### config.mk
export PLATFORM = sky130hd
export DESIGN_NAME = wb_trace_buffer
export DESIGN_NICKNAME = d
export VERILOG_FILES = /design/src/rtl/wb_trace_pkg.sv /design/src/rtl/wb_trace_fifo.sv /design/src/rtl/wb_trace_buffer.sv
export SDC_FILE = /design/constraint.sdc
export NUM_CORES = 1
export LEC_CHECK = 0
export CAP_MARGIN = 20
export CORE_MARGIN = 4
export CORE_UTILIZATION = 58
export DETAILED_ROUTE_END_ITERATION = 12
export GPL_TIMING_DRIVEN = 0
export PLACE_DENSITY = 0.76
export SETUP_SLACK_MARGIN = 0.3
export SYNTH_ARGS = -nofsm -noshare
export SYNTH_HDL_FRONTEND = slang
export SYNTH_SLANG_ARGS = --single-unit
### constraint.sdc
create_clock -name clock -period 9.5 [get_ports clock]
set_clock_uncertainty 0.2 [all_clocks]
set_input_delay 0.95 -clock clock [delete_from_list [all_inputs] [get_ports clock]]
set_output_delay 0.95 -clock clock [all_outputs]
set_load 0.005 [all_outputs]
### src/rtl/wb_trace_pkg.sv
// Shared constants and trace-entry layout for the regfile writeback trace buffer.
package wb_trace_pkg;
   localparam int REG_W       = 5;
   localparam int DATA_W      = 32;
   localparam int DEF_STAMP_W = 16;
   localparam int DEF_DROP_W  = 8;

   typedef struct packed {
      logic [DEF_STAMP_W-1:0] stamp;
      logic [REG_W-1:0]       rd;
      logic [DATA_W-1:0]      data;
   } wb_trace_entry_t;

   function automatic int entry_width(input int stamp_w);
      return stamp_w + REG_W + DATA_W;
   endfunction
endpackage

### src/rtl/wb_trace_fifo.sv
// Generic synchronous FIFO: explicit occupancy counter, push accepted when full only alongside a pop.
// Storage is reset so the head is never X, even before the first push.
module wb_trace_fifo #(
   parameter int WIDTH = 8,
   parameter int DEPTH = 16
) (
   input  logic                   clk_i,
   input  logic                   rst_ni,
   input  logic                   clear_i,
   input  logic                   push_i,
   input  logic [WIDTH-1:0]       wdata_i,
   input  logic                   pop_i,
   output logic [WIDTH-1:0]       rdata_o,
   output logic                   full_o,
   output logic                   empty_o,
   output logic [$clog2(DEPTH):0] count_o
);
   localparam int AW = $clog2(DEPTH);
   localparam int CW = AW + 1;

   logic [WIDTH-1:0] mem_q [DEPTH];
   logic [AW-1:0]    wr_ptr_q, wr_ptr_d;
   logic [AW-1:0]    rd_ptr_q, rd_ptr_d;
   logic [CW-1:0]    count_q, count_d;
   logic             do_push, do_pop;

   assign full_o  = (count_q == CW'(DEPTH));
   assign empty_o = (count_q == '0);
   assign do_push = push_i & (~full_o | pop_i);
   assign do_pop  = pop_i & ~empty_o;
   assign rdata_o = mem_q[rd_ptr_q];
   assign count_o = count_q;

   always_comb begin
      wr_ptr_d = wr_ptr_q;
      rd_ptr_d = rd_ptr_q;
      count_d  = count_q + CW'(do_push) - CW'(do_pop);
      if (do_push) wr_ptr_d = wr_ptr_q + 1'b1;
      if (do_pop)  rd_ptr_d = rd_ptr_q + 1'b1;
      if (clear_i) begin
         wr_ptr_d = '0;
         rd_ptr_d = '0;
         count_d  = '0;
      end
   end

   always_ff @(posedge clk_i or negedge rst_ni) begin
      if (!rst_ni) begin
         wr_ptr_q <= '0;
         rd_ptr_q <= '0;
         count_q  <= '0;
         for (int i = 0; i < DEPTH; i++) mem_q[i] <= '0;
      end else begin
         wr_ptr_q <= wr_ptr_d;
         rd_ptr_q <= rd_ptr_d;
         count_q  <= count_d;
         if (do_push && !clear_i) mem_q[wr_ptr_q] <= wdata_i;
      end
   end
endmodule

### src/rtl/wb_trace_buffer.sv
// Observes the regfile write port, stamps qualifying writes and queues them for a valid/ready consumer.
// Writes arriving while full (and not popping) are dropped and counted; the observer never stalls the core.
module wb_trace_buffer
   import wb_trace_pkg::*;
#(
   parameter int DEPTH   = 16,
   parameter int STAMP_W = DEF_STAMP_W,
   parameter int DROP_W  = DEF_DROP_W
) (
   input  logic                   clock,
   input  logic                   reset,
   input  logic                   ctrl_writeEnable,
   input  logic [REG_W-1:0]       ctrl_writeReg,
   input  logic [DATA_W-1:0]      data_writeReg,
   input  logic                   trace_enable,
   input  logic                   filter_zero,
   input  logic                   clear,
   output logic                   out_valid,
   input  logic                   out_ready,
   output logic [REG_W-1:0]       out_reg,
   output logic [DATA_W-1:0]      out_data,
   output logic [STAMP_W-1:0]     out_stamp,
   output logic [$clog2(DEPTH):0] count,
   output logic [DROP_W-1:0]      drop_count,
   output logic                   overflow
);
   localparam int ENTRY_W = entry_width(STAMP_W);

   logic [STAMP_W-1:0] stamp_q, stamp_d;
   logic [DROP_W-1:0]  drop_q, drop_d;
   logic               overflow_q, overflow_d;
   logic               push, pop, full, empty, drop;
   logic [ENTRY_W-1:0] wr_entry, rd_entry;

   assign push      = trace_enable & ctrl_writeEnable & ~(filter_zero & (ctrl_writeReg == '0));
   assign out_valid = ~empty;
   assign pop       = out_valid & out_ready;
   assign drop      = push & full & ~pop & ~clear;
   assign wr_entry  = {stamp_q, ctrl_writeReg, data_writeReg};
   assign {out_stamp, out_reg, out_data} = rd_entry;
   assign drop_count = drop_q;
   assign overflow   = overflow_q;

   // The stamp free-runs through clear so trace time stays continuous across flushes.
   always_comb begin
      stamp_d    = stamp_q + 1'b1;
      drop_d     = drop_q;
      overflow_d = overflow_q;
      if (drop) begin
         overflow_d = 1'b1;
         if (drop_q != '1) drop_d = drop_q + 1'b1;
      end
      if (clear) begin
         drop_d     = '0;
         overflow_d = 1'b0;
      end
   end

   always_ff @(posedge clock or negedge reset) begin
      if (!reset) begin
         stamp_q    <= '0;
         drop_q     <= '0;
         overflow_q <= 1'b0;
      end else begin
         stamp_q    <= stamp_d;
         drop_q     <= drop_d;
         overflow_q <= overflow_d;
      end
   end

   wb_trace_fifo #(
      .WIDTH (ENTRY_W),
      .DEPTH (DEPTH)
   ) u_fifo (
      .clk_i   (clock),
      .rst_ni  (reset),
      .clear_i (clear),
      .push_i  (push),
      .wdata_i (wr_entry),
      .pop_i   (pop),
      .rdata_o (rd_entry),
      .full_o  (full),
      .empty_o (empty),
      .count_o (count)
   );
endmodule

==> metrics.log <==
INFO  metric r2r-end = u_fifo.count_o[4]$_DFF_PN0_
INFO  metric detailedPlacementHpwl = 65,600 µm
INFO  metric detail_route.drc_violations = 0
INFO  metric crit_path_frequent_cell = sky130_fd_sc_hd__clkbuf_1
INFO  metric route.detailed.vias_per_inst = 6.28
INFO  metric clk_latency = 0.64 ns
INFO  metric die-height = 271 µm
INFO  metric antenna_violating_nets_left = 0
INFO  metric critical_path.top_delay_family = buffers and inverters
INFO  metric grt_remaining_overflow = 0
INFO  metric min-delay-start = u_fifo.mem_q[457]$_DFFE_PN0P_
INFO  metric worst_pin_slew = 1.07 ns
INFO  metric routability_congestion = 0.783
INFO  metric final_wirelength = 98,200 µm
INFO  metric slowest_stage = sky130_fd_sc_hd__clkbuf_1
INFO  metric critical_path_required = 8.35 ns
INFO  metric grt.total_usage = 0.274
INFO  metric report.final.setup_viol = 0
INFO  metric largest_net_degree_at_the_start_of_global_routing = 132
INFO  metric syn_area_per_cell = 15.8 µm²
INFO  metric floorplan.rows = 96
INFO  metric die_x_extent = 271 µm
INFO  metric tritoncts = yes
INFO  metric pwr_density_cell = 207 nW/µm²
INFO  metric timing_max_transition_violations_final = 0
INFO  metric area_delta_synth_final = 13.9%
INFO  metric ctsHoldBuffers = 1
INFO  metric grt_pass1_wl = 154,000 µm
INFO  metric synth-edff-count = 0
INFO  metric synth_sequential_area_ratio = 0.554
INFO  metric fill_cells = 4,708
INFO  metric ioPinCount = 112
INFO  metric cp.arrival = 4.36 ns
INFO  metric synthCells = 2,538
INFO  metric layout_common_cells = 886 x sky130_fd_sc_hd__dfrtp_1, 853 x sky130_fd_sc_hd__mux2_2, 212 x sky130_fd_sc_hd__mux4_2
INFO  metric dr_total_vias = 23,300
INFO  metric postSynthRegisterBits = 886
INFO  metric worstRegToRegCells = 15
INFO  metric syn_nets = 2,596
INFO  metric detail_route.wl_per_cell = 26.5 µm
INFO  metric start_util = 0.585
INFO  metric share_of_the_clock_period_used_by_the_worst_path = 0.580
INFO  metric cell_chain_critical_path = clkbuf_1 -> clkbuf_1 -> clkbuf_1 -> mux4_2 -> a22oi_1 -> nand2_1 -> clkdlybuf4s50_1
INFO  metric cts_setup_buffers = 0
INFO  metric post_synth_num_cell_types = 46
INFO  metric syn-cell-area = 40,000 µm²
INFO  metric worst_slew_margin_rel = 0.285
INFO  metric timing.rr.start = u_fifo.count_o[3]$_DFF_PN0_
INFO  metric min_path_type = flip-flop to flip-flop
INFO  metric vias_in_the_first_global_route = 26,100
INFO  metric root_buffer = sky130_fd_sc_hd__clkbuf_16
INFO  metric clock_pin_slew_on_the_worst_setup_and_hold_paths = 0.06 ns
INFO  metric start_kind = flip-flop
INFO  metric finalHoldViolCount = 0
INFO  metric numClockSinks = 886
INFO  metric grt_antenna_before_repair = 9
INFO  metric critical-path-max-stage-delay = 0.77 ns
INFO  metric drive_gt1_frac = 0.478
INFO  metric max-clock-path-buffers = 3
INFO  metric critPathKind = flip-flop to output port
INFO  metric cts_buffers = 90
INFO  metric timing.critical_path.buf_inv = 4
INFO  metric area_of_the_die = 73,300 µm²
INFO  metric asyncSetResetFlopFracSynth = 1.00
INFO  metric max_cap_violations = 0
INFO  metric drt_first_iter_violations = 1,710
INFO  metric layout.cells.most_common = sky130_fd_sc_hd__dfrtp_1
INFO  metric power.total = 9.46 mW
INFO  metric post_cts_resize_count = 0
INFO  metric end_kind = output port
INFO  metric timing.final.crit_period = 5.51 ns
INFO  metric place.port_buffers = 111
INFO  metric leakagePower = 21.9 nW
INFO  metric worstHoldEndpoint = u_fifo.mem_q[457]$_DFFE_PN0P_
INFO  metric reg2reg_setup_slack = 6.07 ns
INFO  metric worstPathMaxFanout = 10
INFO  metric core-area = 68,500 µm²
INFO  metric synth_flop_cell = sky130_fd_sc_hd__dfrtp_1
INFO  metric drt_pass1_iterations = 6
INFO  metric outcome = completed
INFO  metric rsz0062_at_grt = no
INFO  metric clock_tree.htree_level_count = 3
INFO  metric max_freq = 182 MHz
INFO  metric synthesis.yosys.warnings = 0
INFO  metric max-vdd-ir-drop = 132 µV
INFO  metric fin_nets = 2,811
INFO  metric tns = 0 ns
INFO  metric timing.hold.worst_path_depth = 1
==> per-layer routing <==
metal / track usage / routed length [µm] / part of all wire / vias to the layer above
met5: 0.0197 / 154 / 0.0016 / -
li1: - / - / - / 9892
met1: 0.360 / 39900 / 0.41 / 12600
met2: 0.458 / 49200 / 0.50 / 620
met3: 0.0561 / 5730 / 0.058 / 196
met4: 0.0933 / 3150 / 0.032 / 4
==> where the power goes <==
part / switching, mW / internal (mW)
clock network: 1.49 / 2.17
registers: 0.0980 / 3.96
logic: 0.883 / 0.868
==> worst reg2reg max path: stages (launching register included) <==
cell,delay (ns)
sky130_fd_sc_hd__dfrtp_1,0.43
sky130_fd_sc_hd__inv_1,0.10
sky130_fd_sc_hd__ha_1,0.15
sky130_fd_sc_hd__or4b_2,0.58
sky130_fd_sc_hd__clkbuf_1,0.19
sky130_fd_sc_hd__nand2_1,0.14
sky130_fd_sc_hd__inv_1,0.05
sky130_fd_sc_hd__ha_1,0.26
sky130_fd_sc_hd__inv_1,0.06
sky130_fd_sc_hd__ha_1,0.16
sky130_fd_sc_hd__inv_1,0.06
sky130_fd_sc_hd__fa_1,0.40
sky130_fd_sc_hd__nor2b_1,0.16
sky130_fd_sc_hd__o21bai_1,0.10
sky130_fd_sc_hd__a21oi_1,0.17
sky130_fd_sc_hd__nor3b_1,0.07
==> Yosys cell counts, types with 2 or more instances <==
library cell                 n  share of area
sky130_fd_sc_hd__o21ai_0     2        0.00025
sky130_fd_sc_hd__a22oi_1   106          0.020
sky130_fd_sc_hd__inv_1      17         0.0016
sky130_fd_sc_hd__buf_1      14         0.0013
sky130_fd_sc_hd__nand2b_1    2        0.00031
sky130_fd_sc_hd__nand3_2    16         0.0040
sky130_fd_sc_hd__xnor2_1     6         0.0013
sky130_fd_sc_hd__mux4_2    212           0.12
sky130_fd_sc_hd__buf_4      80          0.015
sky130_fd_sc_hd__dfrtp_1   886           0.55
sky130_fd_sc_hd__clkbuf_1  113          0.011
sky130_fd_sc_hd__buf_2      19         0.0024
sky130_fd_sc_hd__xor2_1     13         0.0028
sky130_fd_sc_hd__or3_1       4        0.00063
sky130_fd_sc_hd__nand4_1     3        0.00047
sky130_fd_sc_hd__nor3_1      7        0.00088
sky130_fd_sc_hd__and2_1      2        0.00031
sky130_fd_sc_hd__a311oi_1    2        0.00044
sky130_fd_sc_hd__nor4_1      5        0.00078
sky130_fd_sc_hd__nor2_1     39         0.0037
sky130_fd_sc_hd__or3b_1      2        0.00044
sky130_fd_sc_hd__a31o_2      2        0.00044
sky130_fd_sc_hd__nand3_1    17         0.0021
sky130_fd_sc_hd__a21oi_1     8         0.0010
sky130_fd_sc_hd__mux2_2    853           0.24
sky130_fd_sc_hd__or3b_2      2        0.00044
sky130_fd_sc_hd__nor2b_1    11         0.0017
sky130_fd_sc_hd__nor3b_1     2        0.00038
sky130_fd_sc_hd__ha_1       13         0.0041
sky130_fd_sc_hd__nand2_1    64         0.0060
==> per-stage QoR <==
stage	utilization	setup WS, ns	std cells	cell area, µm²	hold WS (ns)
2_1_floorplan	-	6.36	2538	40000	0.274
3_3_place_gp	0.617	-29.65	3531	42200	0.281
3_5_place_dp	0.620	4.51	3540	42500	0.287
4_1_cts	0.665	3.80	3705	45600	0.301
5_1_grt	0.666	3.89	3708	45600	0.304
6_report	0.666	3.99	3712	45600	0.300
==> registers in the layout, indices dropped and copies added, names as in the netlist <==
register / cells
drop_count: 8
overflow: 1
stamp_q: 16
u_fifo.count_o: 5
u_fifo.mem_q: 848
u_fifo.rd_ptr_q: 4
u_fifo.wr_ptr_q: 4
==> area by class of cell <==
class / instances / area [µm²] / area share
clock inverter: 34 / 418 / 0.00917
tap: 882 / 1100 / 0.0242
clock buffer: 130 / 2660 / 0.0584
inverter: 17 / 63.8 / 0.00140
buffer: 227 / 1180 / 0.0260
timing repair buffer: 123 / 1370 / 0.0301
multi-input combinational: 1408 / 16600 / 0.364
antenna: 5 / 12.5 / 0.000274
sequential: 886 / 22200 / 0.486
==> how the worst max path moves through the flow <==
stage,start,end,cells after the start
after CTS,u_fifo.rd_ptr_q[1]$_DFFE_PN0P_,out_data[6],7
final,u_fifo.rd_ptr_q[1]$_DFFE_PN0P_,out_data[2],7
after detailed placement,u_fifo.rd_ptr_q[1]$_DFFE_PN0P_,out_data[6],7
after global routing,u_fifo.rd_ptr_q[1]$_DFFE_PN0P_,out_data[31],7
after floorplan,u_fifo.count_o[3]$_DFF_PN0_,u_fifo.count_o[4]$_DFF_PN0_,15
after global placement,reset,u_fifo.mem_q[670]$_DFFE_PN0P_,1
==> cells by family (layout without fill, tap and decap cells) <==
family,Yosys count,in the layout,synth area share
AO/OA/AOI/OAI,127,127,0.0234
buffers and inverters,244,531,0.0312
adder cells (fa/ha/maj),14,14,0.00456
multiplexers,1066,1066,0.360
AND/OR/NAND/NOR,182,182,0.0233
XOR/XNOR,19,19,0.00416
other,0,5,0
flip-flops,886,886,0.554
Power figures use the tool's default switching activity.
